==> src/rtl/key_debounce_if.sv <==
// Key debounce signal bundle: raw key level in, debounced level/strobe/toggle/count out.
interface key_debounce_if;
  logic       key_in;
  logic       X;
  logic       X_pulse;
  logic       X_tog;
  logic [3:0] press_cnt;

  modport master (
    output key_in,
    input  X,
    input  X_pulse,
    input  X_tog,
    input  press_cnt
  );

  modport slave (
    input  key_in,
    output X,
    output X_pulse,
    output X_tog,
    output press_cnt
  );
endinterface

==> src/rtl/key_debounce.sv <==
// Debounces a raw pushbutton: 2-flop synchronizer plus a 4-state stability FSM.
// Latency: key change settled before edge k appears on X after edge k+2+DB_CYCLES; no backpressure.
module key_debounce #(
  parameter int DB_CYCLES = 4
) (
  input  logic         clk,
  input  logic         CLR,
  key_debounce_if.slave kb
);

  localparam int CW = ($clog2(DB_CYCLES) < 1) ? 1 : $clog2(DB_CYCLES);
  localparam logic [CW-1:0] CNT_MAX = CW'(DB_CYCLES - 1);

  typedef enum logic [1:0] {
    IDLE   = 2'd0,
    CHK_HI = 2'd1,
    HIGH   = 2'd2,
    CHK_LO = 2'd3
  } state_t;

  state_t        state, state_nx;
  logic [CW-1:0] cnt, cnt_nx;
  logic          s1, s2;
  logic          acc_hi, acc_lo;
  logic          x_q, pulse_q, tog_q;
  logic [3:0]    press_q;

  always_ff @(posedge clk) begin
    if (CLR) begin
      s1      <= 1'b0;
      s2      <= 1'b0;
      state   <= IDLE;
      cnt     <= '0;
      x_q     <= 1'b0;
      pulse_q <= 1'b0;
      tog_q   <= 1'b0;
      press_q <= 4'd0;
    end else begin
      s1      <= kb.key_in;
      s2      <= s1;
      state   <= state_nx;
      cnt     <= cnt_nx;
      pulse_q <= acc_hi;
      if (acc_hi) begin
        x_q     <= 1'b1;
        tog_q   <= ~tog_q;
        press_q <= press_q + 4'd1;
      end else if (acc_lo) begin
        x_q <= 1'b0;
      end
    end
  end

  // A candidate state only commits after DB_CYCLES consecutive matching samples;
  // any reversion, even on the final count, falls back to the prior stable state.
  always_comb begin
    state_nx = state;
    cnt_nx   = cnt;
    acc_hi   = 1'b0;
    acc_lo   = 1'b0;
    case (state)
      IDLE: begin
        if (s2) begin
          state_nx = CHK_HI;
          cnt_nx   = '0;
        end
      end
      CHK_HI: begin
        if (!s2) begin
          state_nx = IDLE;
          cnt_nx   = '0;
        end else if (cnt == CNT_MAX) begin
          state_nx = HIGH;
          cnt_nx   = '0;
          acc_hi   = 1'b1;
        end else begin
          cnt_nx = cnt + CW'(1);
        end
      end
      HIGH: begin
        if (!s2) begin
          state_nx = CHK_LO;
          cnt_nx   = '0;
        end
      end
      CHK_LO: begin
        if (s2) begin
          state_nx = HIGH;
          cnt_nx   = '0;
        end else if (cnt == CNT_MAX) begin
          state_nx = IDLE;
          cnt_nx   = '0;
          acc_lo   = 1'b1;
        end else begin
          cnt_nx = cnt + CW'(1);
        end
      end
      default: begin
        state_nx = IDLE;
        cnt_nx   = '0;
      end
    endcase
  end

  assign kb.X         = x_q;
  assign kb.X_pulse   = pulse_q;
  assign kb.X_tog     = tog_q;
  assign kb.press_cnt = press_q;

endmodule
==> src/flat_wrapper.sv <==
// flat-port wrapper written by rule: the top's interface ports become plain ports
module key_debounce_flat 
#(
  parameter int DB_CYCLES = 4
)
  (clk, CLR, kb_key_in, kb_X, kb_X_pulse, kb_X_tog, kb_press_cnt);
  key_debounce_if kb_i ();
  input  logic clk;
  input  logic CLR;
  input wire logic [$bits(kb_i.key_in)-1:0] kb_key_in;
  output wire logic [$bits(kb_i.X)-1:0] kb_X;
  output wire logic [$bits(kb_i.X_pulse)-1:0] kb_X_pulse;
  output wire logic [$bits(kb_i.X_tog)-1:0] kb_X_tog;
  output wire logic [$bits(kb_i.press_cnt)-1:0] kb_press_cnt;
  assign kb_i.key_in = kb_key_in;
  assign kb_X = kb_i.X;
  assign kb_X_pulse = kb_i.X_pulse;
  assign kb_X_tog = kb_i.X_tog;
  assign kb_press_cnt = kb_i.press_cnt;
  key_debounce #(.DB_CYCLES(DB_CYCLES)) u_core (.clk(clk), .CLR(CLR), .kb(kb_i));
endmodule
==> config.mk <==
export PLATFORM = sky130hd
export DESIGN_NAME = key_debounce_flat
export DESIGN_NICKNAME = d
export VERILOG_FILES = /design/src/rtl/key_debounce_if.sv /design/src/rtl/key_debounce.sv /design/src/flat_wrapper.sv
export SDC_FILE = /design/constraint.sdc
export NUM_CORES = 1
export LEC_CHECK = 0
export ABC_AREA = 1
export CAP_MARGIN = 20
export CORE_AREA = 2 2 39 41
export CTS_CLUSTER_SIZE = 24
export DETAILED_ROUTE_END_ITERATION = 10
export DIE_AREA = 0 0 41 43
export GPL_TIMING_DRIVEN = 0
export PLACE_DENSITY = 0.7
export SYNTH_ARGS = -nofsm -noshare
export SYNTH_HDL_FRONTEND = slang
export SYNTH_SLANG_ARGS = --single-unit
==> constraint.sdc <==
create_clock -name clk -period 1.5 [get_ports clk]
set_clock_uncertainty 0.2 [all_clocks]
set_input_delay 0.375 -clock clk [delete_from_list [all_inputs] [get_ports clk]]
set_output_delay 0.375 -clock clk [all_outputs]
set_load 0.005 [all_outputs]
# After elaboration in Yosys (flattened, before gate mapping)
# Index checks and enable logic that the tools add are counted.
[totals]
out_inout_bits = 7
wordCells = 43
register_bits = 13
[classes]
mux = 20
n_addsub = 2
n_eq_ne = 8
bitwise_logic = 1
reduce_logical = 4
[ops]
columns = ["operator", "n"]
rows = [
  ["$mux 2", 11],
  ["$pmux 2 s4", 2],
  ["$mux 1", 7],
  ["$eq 2x2->1 const B", 3],
  ["$add 4x1->4 const B", 1],
  ["$reduce_and 4->1", 1],
  ["$ne 3x1->1 const B", 1],
  ["$ne 3x3->1 const B", 1],
  ["$add 2x1->2 const B", 1],
  ["$eq 2x1->1 const B", 1],
  ["$logic_not 2->1", 1],
  ["$ne 2x1->1 const B", 1],
  ["$ne 2x2->1 const B", 1],
  ["$reduce_and 2->1", 1],
  ["$reduce_bool 2->1", 1],
  ["$not 1->1", 1],
]

# Depth between registers and ports, before layout
# Gate-level depths: netlist of the first run.
[logic_depth]
depth_word = 6
depth_mapped = 8
mapped_depth_nobuf = 8

# Worst setup path before layout of the first run
# Ideal clock, no wire load.
[synth_timing]
path_kind = "flip-flop to flip-flop"
startpoint = "register u_core.cnt[0]"
endpoint = "register u_core.press_q[3] (netlist: u_core.kb.press_cnt[3])"
synth_period_minus_slack_ns = 1.255
slack_ns = 0.245
path_stages_with_launch = 8
path_buffers = 0
arrival_ns = 0.942
setup_time_ns = 0.113
cell_sequence = "dfxtp_1 ha_1 nand2_1 inv_2 nand2_4 clkinv_4 a21oi_2 nor2_1"
[synth_via]
elab_chain_len = 4
[synth_rtl]
columns = ["item", "line_no", "rtl"]
rows = [
  ["from (decl)", "key_debounce.sv:22", "logic [CW-1:0] cnt, cnt_nx;"],
  ["from (signal assigned)", "key_debounce.sv:42", "cnt <= cnt_nx;"],
  ["$eq 2x2->1", "key_debounce.sv:72", "end else if (cnt == CNT_MAX) begin"],
  ["$mux 1", "key_debounce.sv:72", ""],
  ["$mux 1", "key_debounce.sv:69", "if (!s2) begin"],
  ["$mux 1", "key_debounce.sv:61", "case (state)"],
  ["to (signal assigned)", "key_debounce.sv:47", "press_q <= press_q + 4'd1;"],
  ["to (decl)", "key_debounce.sv:26", "logic [3:0] press_q;"],
]
# No other way between the ends.
# A chain may end at the register's enable or synchronous reset.

# Worst setup path in the final report of the first run
[layout_timing]
startpoint = "register u_core.press_q[0] (netlist: u_core.kb.press_cnt[0])"
endpoint = "output kb_press_cnt[0]"
[layout_rtl]
columns = ["item", "line_no", "rtl"]
rows = [
  ["to (decl)", "flat_wrapper.sv:14", "output wire logic [$bits(kb_i.press_cnt)-1:0] kb_press_cnt;"],
]
# No word-level cell between the ends.

==> summary.md, run 1 <==
| Metric | Value |
|---|---|
| IO Count | `10` |
| Bufs on Longest Clock Path | `2` |
| CP max stage cell | `dfxtp_2` |
| Status | `completed` |
| Min-Delay Endpoint | `u_core.s2` |
| Wire per inst | `9.84 um` |
| Worst Hold Class | `flop to flop` |
| DRT antenna net count | `0` |
| Vias/cell | `4.64` |
| CTS root buf | `clkbuf_4` |
| Gr ovfl total | `0` |
| Sequential area share after synthesis | `44.4%` |
| Pwr Density | `864 nW/um^2` |
| # fillers | `145` |
| Number of remaining DRC errors | `0` |
| Initial Util | `42.3%` |
| Reg2reg end | `u_core.kb.press_cnt[0]` |
| Post-synth EDFFs | `0` |
| Slowest cell delay on critical path | `approximately 0.32 ns` |
| HPWL Detailed | `766 um` |
| CP Class | `flop to primary output` |
| Startpoint types | `flop` |
| Total CTS buffers | `3` |
| Gate Count Post-Synth | `74` |
| CP endpoint kind | `primary output` |
| Layout cells sized above 1 | `27.5%` |
| Slew @ Worst Pin | `about 0.26 ns` |
| Initial antenna violation count | `0` |
| TritonCTS clock tree | `yes` |
| Layout Nets | `just under 100` |
| Synthesis Warnings | `0` |
| Crit path buf inv count | `1` |
| Hold Fails Final Rpt | `0` |
| Post-Route WL | `1.05 mm` |
| Post-CTS Hold Fix Bufs | `0` |
| Req. time, crit path | `0.92 ns` |
| CP Cell Sequence | `dlygate4sd2_1` |
| Worst-Skew Late Latency | `between 0.2 and 0.3 ns` |
| # rows | `14` |
| Die width | `41 um` |
| Slew Limit Headroom | `between 80% and 90%` |
| Fin worst setup slack | `0.0798 ns` |
| Cell family with most CP delay | `flip-flops` |
| Depth of the worst hold-timing path | `2` |
| Pre-CTS WS | `-0.166 ns` |
| Hold_sp | `u_core.s1` |
| Ant. Diodes | `0` |
| DRT Pass-1 Iters | `3` |
| Syn nets | `80` |
| Setup_tns | `0 ns` |
| Largest net degree at the start of global routing | `10` |
| Fin crit share | `between 90% and 100%` |
| Chip height | `43 um` |
| IO buf count | `9` |
| First-pass GRT wire length | `1.86 mm` |
| Lkg Pwr | `0.375 nW` |
| Clock-pin slew on the worst setup and hold paths | `approximately 0.080 ns` |
| Main flop type after synthesis | `dfxtp_1` |
| Vias in the first global route | `485` |
| Flop2flop setup slack | `around 0.13 ns` |
| Crit Path Max Fanout | `2` |
| Vias | `496` |
| Post-Syn Area | `586 sq um` |
| Placer Congestion | `0.627` |
| Setup violators final | `0` |
| Unrepaired setup endpoints after global routing | `no` |
| #FFs+latches synth | `13` |
| CTS Sinks | `13` |
| VDD IR-drop max | `~0.57 mV` |
| R2r worst-path depth | `6` |
| Area Growth Syn to Fin | `28.0%` |
| Worst flop-to-flop path startpoint | `u_core.cnt[0]` |
| Std-Cell Core Area | `1380 sq um` |
| Tmin final | `1.42 ns` |
| Avg Inst Size Synth | `7.91 sq um` |
| Ys async rst share | `0%` |
| Crit path DAT | `between 0.8 and 0.9 ns` |
| Fin. max-slew vios | `0` |
| Fmax | `between 700 and 800 MHz` |
| Maxcap violations | `0` |
| Initial detailed-routing violation count | `2` |
| H-tree lvl count | `1` |
| Full die area | `~1800 sq um` |
| GRT Resource Usage Total | `15.3%` |
| Synth unique cells | `19` |
==> sequential cells by signal, summed over array words and instances (netlist names), named ones only <==
register / count
u_core.kb.X_tog: 1
u_core.kb.press_cnt: 4
u_core.state: 1
u_core.s2: 1
u_core.kb.X: 1
u_core.kb.X_pulse: 1
u_core.s1: 1
u_core.cnt: 2
==> synth_stat cells (2+ instances only) <==
cell	n	share of area, %
a21oi_1	6	5.1
a21oi_2	2	3.0
dfxtp_1	13	44
ha_1	3	6.4
inv_1	5	3.2
inv_2	4	2.6
nand2_1	13	8.3
nand2_2	3	3.2
nand3_1	4	3.4
nor2_1	10	6.4
o21ai_0	3	2.6
==> cell families (layout without fill, tap and decap cells) <==
| kind of cell | after synthesis | count (layout) | share of synthesized area, % |
|---|---|---|---|
| flops | 13 | 13 | 44.4 |
| xor+xnor | 1 | 1 | 1.50 |
| fa+ha+maj | 3 | 3 | 6.41 |
| buf+inv | 10 | 27 | 7.26 |
| simple gates | 35 | 35 | 28.4 |
| compound gates | 12 | 12 | 12.0 |
==> area by class of cell <==
type,count,area (sq um),area share [%]
Multi-Input combinational cell,51,283,37.7
Sequential cell,13,267,35.6
Timing Repair Buffer,13,111,14.9
Inverter,10,42.5,5.68
Clock buffer,4,26.3,3.51
Tap cell,16,20.0,2.67
==> layer usage <==
metal  track usage (%)  up-vias  share of wire, %
met5                 0        -                 0
met4              6.00        0              0.57
met3              4.71        2               3.1
met2              24.4        7                49
met1              18.1      218                47
li1                  -      269                 -
==> how the worst max path moves through the flow <==
stage,start,endpoint,slack (ns),depth (start not counted)
final,u_core.kb.press_cnt[0],kb_press_cnt[0],0.08,1
after floorplan,u_core.cnt[0],u_core.kb.press_cnt[3],0.24,7
after global routing,CLR,u_core.kb.press_cnt[0],0.04,4
after detailed placement,CLR,u_core.kb.press_cnt[1],-0.17,4
after global placement,CLR,u_core.kb.X_tog,-0.18,4
after CTS,u_core.kb.press_cnt[2],kb_press_cnt[2],0.07,1
==> cell usage in the layout (no fill, tap or decap), types with 2 or more instances in the layout <==
master,instances
inv_1,5
nand2_1,13
o21ai_0,3
dfxtp_2,5
nand2_2,3
dlygate4sd2_1,7
a21oi_2,2
ha_1,3
clkdlybuf4s50_1,2
inv_2,4
clkbuf_4,3
nand3_1,4
dfxtp_1,8
a21oi_1,6
buf_4,4
nor2_1,10
==> what timing repair did <==
action                                  CTS  global route
setup buffers                             4             0
endpoints found under the setup margin    7             0
gates resized for setup                  12             0
==> report_power, final <==
part / internal (W) / switching, W / total (W) / leakage [nW]
logic: 0.0000264 / 0.0000416 / 0.0000680 / 0.252
registers: 0.000356 / 0.0000137 / 0.000370 / 0.108
clock network: 0.000103 / 0.000107 / 0.000209 / 0.0150
total: 0.000485 / 0.000162 / 0.000647 / 0.375
==> through the flow <==
stage / hold WS (ns) / util, % / power, W / cell area [sq um] / instances
2_1_floorplan: 0.188 / - / 0.000427 / 586 / 74
3_3_place_gp: 0.190 / 50.3 / 0.000444 / 696 / 99
3_5_place_dp: 0.197 / 50.3 / 0.000447 / 696 / 99
4_1_cts: 0.207 / 54.2 / 0.000652 / 749 / 107
5_1_grt: 0.244 / 54.2 / 0.000681 / 749 / 107
6_report: 0.205 / 54.2 / 0.000647 / 749 / 107
(Power assumes the default switching activity.)
==> inputs of run 2 (changes only) <==
RECOVER_POWER = 100   (was unset)
SETUP_SLACK_MARGIN = 0.2   (was unset)
==> run 2 against run 1 <==
Against the previous run: core utilization grew 1.2 points; critical path type is now flop to flop; via count grew 2.6%; critical path depth grew 7; largest power group unchanged; non-clock buffer count grew 3; final cell count grew 2.8%; clock-buffer cell count is the same; combinational power shrank 2%; clock power shrank 2%; setup slack gained 0.079 ns; register-to-register slack gained 0.03 ns.
==> summary.md, run 2 (synthesis results as in run 1) <==
| Metric | Value |
|---|---|
| Crit Path Max Fanout | `8 (+6)` |
| Fin crit share | `89.4% (-5.3 points)` |
| Pwr Density | `837 nW/um^2 (-3.1%)` |
| Initial Util | `42.3% (unchanged)` |
| Lkg Pwr | `0.372 nW (-0.73%)` |
| Largest net degree at the start of global routing | `9 (-1)` |
| Top Metal Used | `met4` |
| Vias in the first global route | `479 (-1.2%)` |
| Bufs on Longest Clock Path | `2 (unchanged)` |
| VDD IR-drop max | `0.548 mV (-3.5%)` |
| CP Class | `flop to flop` |
| Initial detailed-routing violation count | `3 (+1)` |
| Layout Nets | `101 (+3.1%)` |
| Most common cell after layout, fill and taps aside | `nand2_1` |
| TritonCTS clock tree | `yes` |
| Fin worst setup slack | `0.159 ns (+0.0793 ns)` |
| Clock-pin slew on the worst setup and hold paths | `0.07 ns (about the same)` |
| Pre-CTS WS | `-0.166 ns (unchanged)` |
| Startpoint types | `flop` |
| Slew @ Worst Pin | `0.273 ns (+0.0169 ns)` |
| Std-Cell Core Area | `1380 sq um (unchanged)` |
| Die width | `41 um (unchanged)` |
| Slowest cell delay on critical path | `0.36 ns (+0.04 ns)` |
| Number of remaining DRC errors | `0 (unchanged)` |
| Flop2flop setup slack | `0.16 ns (+0.03 ns)` |
| Slew Limit Headroom | `81.8% (-1.1 points)` |
| Worst Hold Class | `flop to flop` |
| CP max stage cell | `dfxtp_1` |
| Post-Route Utilization | `55.3% (+1.2 points)` |
| Most frequent cells in the layout | `13 x nand2_1, 12 x dfxtp_1, 11 x nor2_1` |
| DRT antenna net count | `0 (unchanged)` |
| H-tree lvl count | `1 (unchanged)` |
| CP Cell Sequence | `ha_1, nand2_2, inv_1, nand2_4, clkinv_4, nand3_1, nand2_1, nor2_1` |
| CP endpoint kind | `flop` |
| Max FFs per register | `4 (unchanged)` |
| Post-Route M1 WL | `505 um (+1.6%)` |
| DRT Pass-1 Iters | `4 (+1)` |
| Chip height | `43 um (unchanged)` |
| GRT Resource Usage Total | `15.1% (-0.20 points)` |
| Initial antenna violation count | `0 (unchanged)` |
| Layout cells sized above 1 | `33.0% (+5.5 points)` |
| Met3 wire length | `27 um (-18%)` |
| Post-Route WL | `1.08 mm (+2.3%)` |
| Ant. Diodes | `0 (unchanged)` |
| Maxcap violations | `0 (unchanged)` |
| Cell family with most CP delay | `flip-flops` |
| Crit path DAT | `1.31 ns (+0.46 ns)` |
| CTS root buf | `clkbuf_4` |
| Full die area | `1760 sq um (unchanged)` |
| First-pass GRT wire length | `1.83 mm (-1.9%)` |
| Req. time, crit path | `1.47 ns (+0.55 ns)` |
| Hold Fails Final Rpt | `0 (unchanged)` |
| Setup_tns | `0 ns (unchanged)` |
| CTS Sinks | `13 (unchanged)` |
| Unrepaired setup endpoints after global routing | `yes` |
| Met2 routed wirelength | `537 um (+4.3%)` |
| Placer Congestion | `0.627 (unchanged)` |
| Wire per inst | `9.79 um (-0.51%)` |
| Post-CTS Hold Fix Bufs | `0 (unchanged)` |
| Worst-Skew Late Latency | `0.26 ns (about the same)` |
| IO Count | `10 (unchanged)` |
| Vias | `509 (+2.6%)` |
| Crit path buf inv count | `2 (+1)` |
| Fin. max-slew vios | `0 (unchanged)` |
| Worst hold margin | `0.205 ns (-0.0000390 ns)` |
| Fmax | `746 MHz (+5.9%)` |
| Tmin final | `1.34 ns (-0.0793 ns)` |
| # rows | `14 (unchanged)` |
| Status | `completed` |
| IO buf count | `9 (unchanged)` |
| HPWL Detailed | `766 um (unchanged)` |
| Gr ovfl total | `0 (unchanged)` |
| Total CTS buffers | `3 (unchanged)` |
| Pwr Total | `0.000641 W (-0.98%)` |
| Vias/cell | `4.63 (-0.18%)` |
| Setup violators final | `0 (unchanged)` |
| Area Growth Syn to Fin | `30.8%` |
run 2: what timing repair did:
action / 4_1_cts / 5_1_grt
endpoints found under the hold margin: 0 / 0
resized for setup: 38 / 11
endpoints found under the setup margin: 15 / 13
pin swaps: 1 / 5
setup buffers: 6 / 1
run 2: layout make-up:
class | instances | area, sq um
fill | 138 | 618
clock buffer | 4 | 26.3
timing repair buffer | 16 | 119
inverter | 10 | 42.5
tap | 16 | 20.0
sequential | 13 | 264
multi-input combinational | 51 | 294
run 2: final timing paths:
path                       from                     end  cells after the start
setup reg to reg  u_core.cnt[1]  u_core.kb.press_cnt[3]                      8
hold reg to reg       u_core.s1               u_core.s2                      2
setup / recovery  u_core.cnt[1]  u_core.kb.press_cnt[3]                      8
hold / removal        u_core.s1               u_core.s2                      2
run 2: stage by stage:
stage,cells,cell area (sq um)
after floorplan,74,586
after global placement,99,696
after detailed placement,99,696
after CTS,109,743
after global routing,110,766
final,110,766
run 2: layer usage:
layer	track usage, %	vias up
li1	-	273
met1	17.4	227
met2	24.4	7
met3	4.71	2
met4	6.00	0
met5	0	-
run 2: worst min-delay path, delay by kind of cell (launching register included):
| family | cells | cell delay (ns) |
|---|---|---|
| DFF | 1 | 0.30 |
| buffers and inverters | 1 | 0.04 |
| and+or+nand+nor | 1 | 0.03 |
run 2: where the power goes:
part | switching (W) | internal (W) | total, W | leakage [nW]
Clock | 0.000102 | 0.000103 | 0.000205 | 0.0150
Sequential | 0.0000140 | 0.000355 | 0.000369 | 0.106
Combinational | 0.0000411 | 0.0000253 | 0.0000664 | 0.251
Total | 0.000158 | 0.000484 | 0.000641 | 0.372
==> inputs of run 3 (changes only) <==
CORE_AREA = unset   (was 2 2 39 41)
CORE_UTILIZATION = 44   (was unset)
CTS_CLUSTER_DIAMETER = 60   (was unset)
DIE_AREA = unset   (was 0 0 41 43)
PLACE_DENSITY = 0.73   (was 0.7)
clock period = 1.1 ns   (was 1.5 ns; I/O delays follow)
==> run 3 against run 2 <==
Against the previous run: the flow now finishes with violations (setup timing); final cell count shrank 1.8%; clock power grew 41%; first-iteration DRC count grew to 5.7 times the previous value; flip-flop and latch count is the same; critical endpoint unchanged; largest power group unchanged.
==> summary.md, run 3 (synthesis results as in run 1) <==
| Metric | Value |
|---|---|
| Status | `complete, but fails checks` |
| Failing checks | `setup timing` |
| DRT antenna net count | `0 (unchanged)` |
| HPWL Detailed | `840 um (+9.7%)` |
| Worst flop-to-flop path startpoint | `u_core.cnt[0]` |
| Placer Congestion | `0.666 (+6.2%)` |
| Placed Cells | `97 (-2.0%)` |
| CTS Sinks | `13 (unchanged)` |
| Maxcap violations | `0 (unchanged)` |
| Ant. Diodes | `0 (unchanged)` |
| # fillers | `95 (-31%)` |
| Clock-pin slew on the worst setup and hold paths | `0.08 ns (about the same)` |
| Startpoint types | `flop` |
| Vias in the first global route | `491 (+2.5%)` |
| Most frequent cells in the layout | `11 x nand2_1, 10 x nor2_1, 8 x dfxtp_2` |
| CP Class | `flop to flop` |
| Full die area | `1480 sq um (-16%)` |
| Gr ovfl total | `0 (unchanged)` |
| Fin. max-slew vios | `0 (unchanged)` |
| Worst-Skew Late Latency | `0.28 ns (+0.02 ns)` |
| Wire per inst | `13.3 um (+36%)` |
| Vias | `560 (+10%)` |
| Slew @ Worst Pin | `0.326 ns (+0.0521 ns)` |
| Pwr Density | `1090 nW/um^2 (+31%)` |
| Die width | `38.5 um (-6.1%)` |
| Flop2flop setup slack | `-0.17 ns (-0.32 ns)` |
| CP Cell Sequence | `ha_4, nand2_4, inv_6, nand2_8, clkinv_4, nand3_1, nand2_1, nor2_1` |
| Pre-CTS WS | `-0.477 ns (-0.311 ns)` |
| IO Count | `10 (unchanged)` |
| Fmax | `790 MHz (+6.0%)` |
| Placed Instance Area | `716 sq um (+2.9%)` |
| Chip height | `38.5 um (-11%)` |
| Layout cells sized above 1 | `56.4% (+23 points)` |
| Crit path DAT | `1.24 ns (-0.07 ns)` |
| Multi-input gate area | `365 sq um (+24%)` |
| Initial detailed-routing violation count | `17 (+14)` |
| Min-Delay Endpoint | `u_core.s2` |
| Lkg Pwr | `0.385 nW (+3.4%)` |
| Worst hold margin | `0.197 ns (-0.00860 ns)` |
| TritonCTS clock tree | `yes` |
| Post-Layout Cell Count | `108 (-1.8%)` |
| IO buf count | `9 (unchanged)` |
| Total CTS buffers | `3 (unchanged)` |
| CP endpoint kind | `flop` |
| VDD IR-drop max | `0.683 mV (+25%)` |
| Vias/cell | `5.19 (+12%)` |
| CP max stage cell | `dfxtp_4` |
| Hold_sp | `u_core.s1` |
| Largest net degree at the start of global routing | `8 (-1)` |
| Depth of the worst hold-timing path | `2 (unchanged)` |
| Reg2reg end | `u_core.kb.press_cnt[3]` |
| CTS root buf | `clkbuf_4` |
| Post-CTS Hold Fix Bufs | `0 (unchanged)` |
| Final instance area | `841 sq um (+9.8%)` |
| Cell family with most CP delay | `flip-flops` |
| Register area | `282 sq um (+6.6%)` |
| Slowest cell delay on critical path | `0.38 ns (+0.02 ns)` |
| Initial Util | `50.0% (+7.7 points)` |
| Slew Limit Headroom | `78.3% (-3.5 points)` |
| DRT Pass-1 Iters | `4 (unchanged)` |
| Fin worst setup slack | `-0.165 ns (-0.324 ns)` |
| First-pass GRT wire length | `2.06 mm (+13%)` |
| H-tree lvl count | `1 (unchanged)` |
| Area Growth Syn to Fin | `43.6%` |
| GRT Resource Usage Total | `20.7% (+5.7 points)` |
| Tmin final | `1.27 ns (-0.0758 ns)` |
| Most common cell after layout, fill and taps aside | `nand2_1` |
| Number of remaining DRC errors | `0 (unchanged)` |
| Req. time, crit path | `1.08 ns (-0.39 ns)` |
| Fin crit share | `115% (+26 points)` |
| Bufs on Longest Clock Path | `2 (unchanged)` |
| Crit path buf inv count | `2 (unchanged)` |
| Layout Nets | `101 (unchanged)` |
| Max FFs per register | `4 (unchanged)` |
| Worst Hold Class | `flop to flop` |
| Hold Fails Final Rpt | `0 (unchanged)` |
| Setup violators final | `18 (+18)` |
| R2r worst-path depth | `8 (unchanged)` |
| Pwr Total | `0.000919 W (+43%)` |
| Initial antenna violation count | `0 (unchanged)` |
| Post-Route WL | `1.44 mm (+34%)` |
| # rows | `12 (-2)` |
| Unrepaired setup endpoints after global routing | `yes` |
| Std-Cell Core Area | `1170 sq um (-15%)` |
| Crit Path Max Fanout | `5 (-3)` |
==> run 3: changes by cell type in the layout (fill, tap and decap cells not counted), sizes merged <==
cell,before,now
nand2,17,18
buf,14,13
==> run 3: timing repair <==
| action | in CTS | in global routing |
|---|---|---|
| gates resized for setup | 47 | 13 |
| gates cloned | 1 | 0 |
| pin swaps | 6 | 6 |
| setup buffers | 4 | 2 |
| setup endpoints to repair | 20 | 18 |
==> run 3: final cells by class <==
cell class	instances	share of cell area [%]
flip-flops and latches	13	33.5
multi-input cells	52	43.5
clock buffers	4	3.13
inverters	10	5.65
well taps	14	2.08
repair buffers	15	12.2
==> run 3: worst reg2reg max path, cell delays in order (launching register included) <==
cell,delay (ns)
dfxtp_4,0.38
ha_4,0.15
nand2_4,0.06
inv_6,0.08
nand2_8,0.06
clkinv_4,0.07
nand3_1,0.07
nand2_1,0.06
nor2_1,0.04
==> run 3: worst max-delay path by stage <==
stage | depth (start not counted) | slack [ns] | to | startpoint
floorplan | 7 | -0.08 | u_core.kb.press_cnt[3] | u_core.cnt[0]
global placement | 4 | -0.47 | u_core.kb.X_tog | CLR
detailed placement | 4 | -0.48 | u_core.kb.press_cnt[1] | CLR
CTS | 6 | -0.16 | u_core.kb.press_cnt[0] | u_core.cnt[1]
global route | 8 | -0.23 | u_core.kb.press_cnt[3] | u_core.cnt[0]
finish | 8 | -0.17 | u_core.kb.press_cnt[3] | u_core.cnt[0]
==> run 3: metal layers <==
metal / vias to the layer above / part of all wire (%) / routed length [um] / global-route usage (%)
li1: 278 / - / - / -
met1: 260 / 42 / 610 / 22.7
met2: 18 / 53 / 769 / 37.5
met3: 4 / 3.1 / 44 / 3.49
met4: 0 / 1.1 / 16 / 10.3
met5: - / 0 / 0 / 0
==> run 3: report_power, final <==
part           switching, W  total, W  internal (W)
clock network      0.000148  0.000289      0.000141
logic             0.0000732  0.000120     0.0000470
registers         0.0000251  0.000510      0.000485
total              0.000246  0.000919      0.000673
==> run 3: per-stage QoR <==
| step | setup TNS (ns) | utilization (%) |
|---|---|---|
| floorplan | -0.420 | - |
| finish | -1.89 | 71.8 |
| global route | -2.53 | 71.8 |
| global placement | -5.72 | 61.1 |
| detailed placement | -5.80 | 61.1 |
| CTS | -1.80 | 67.0 |
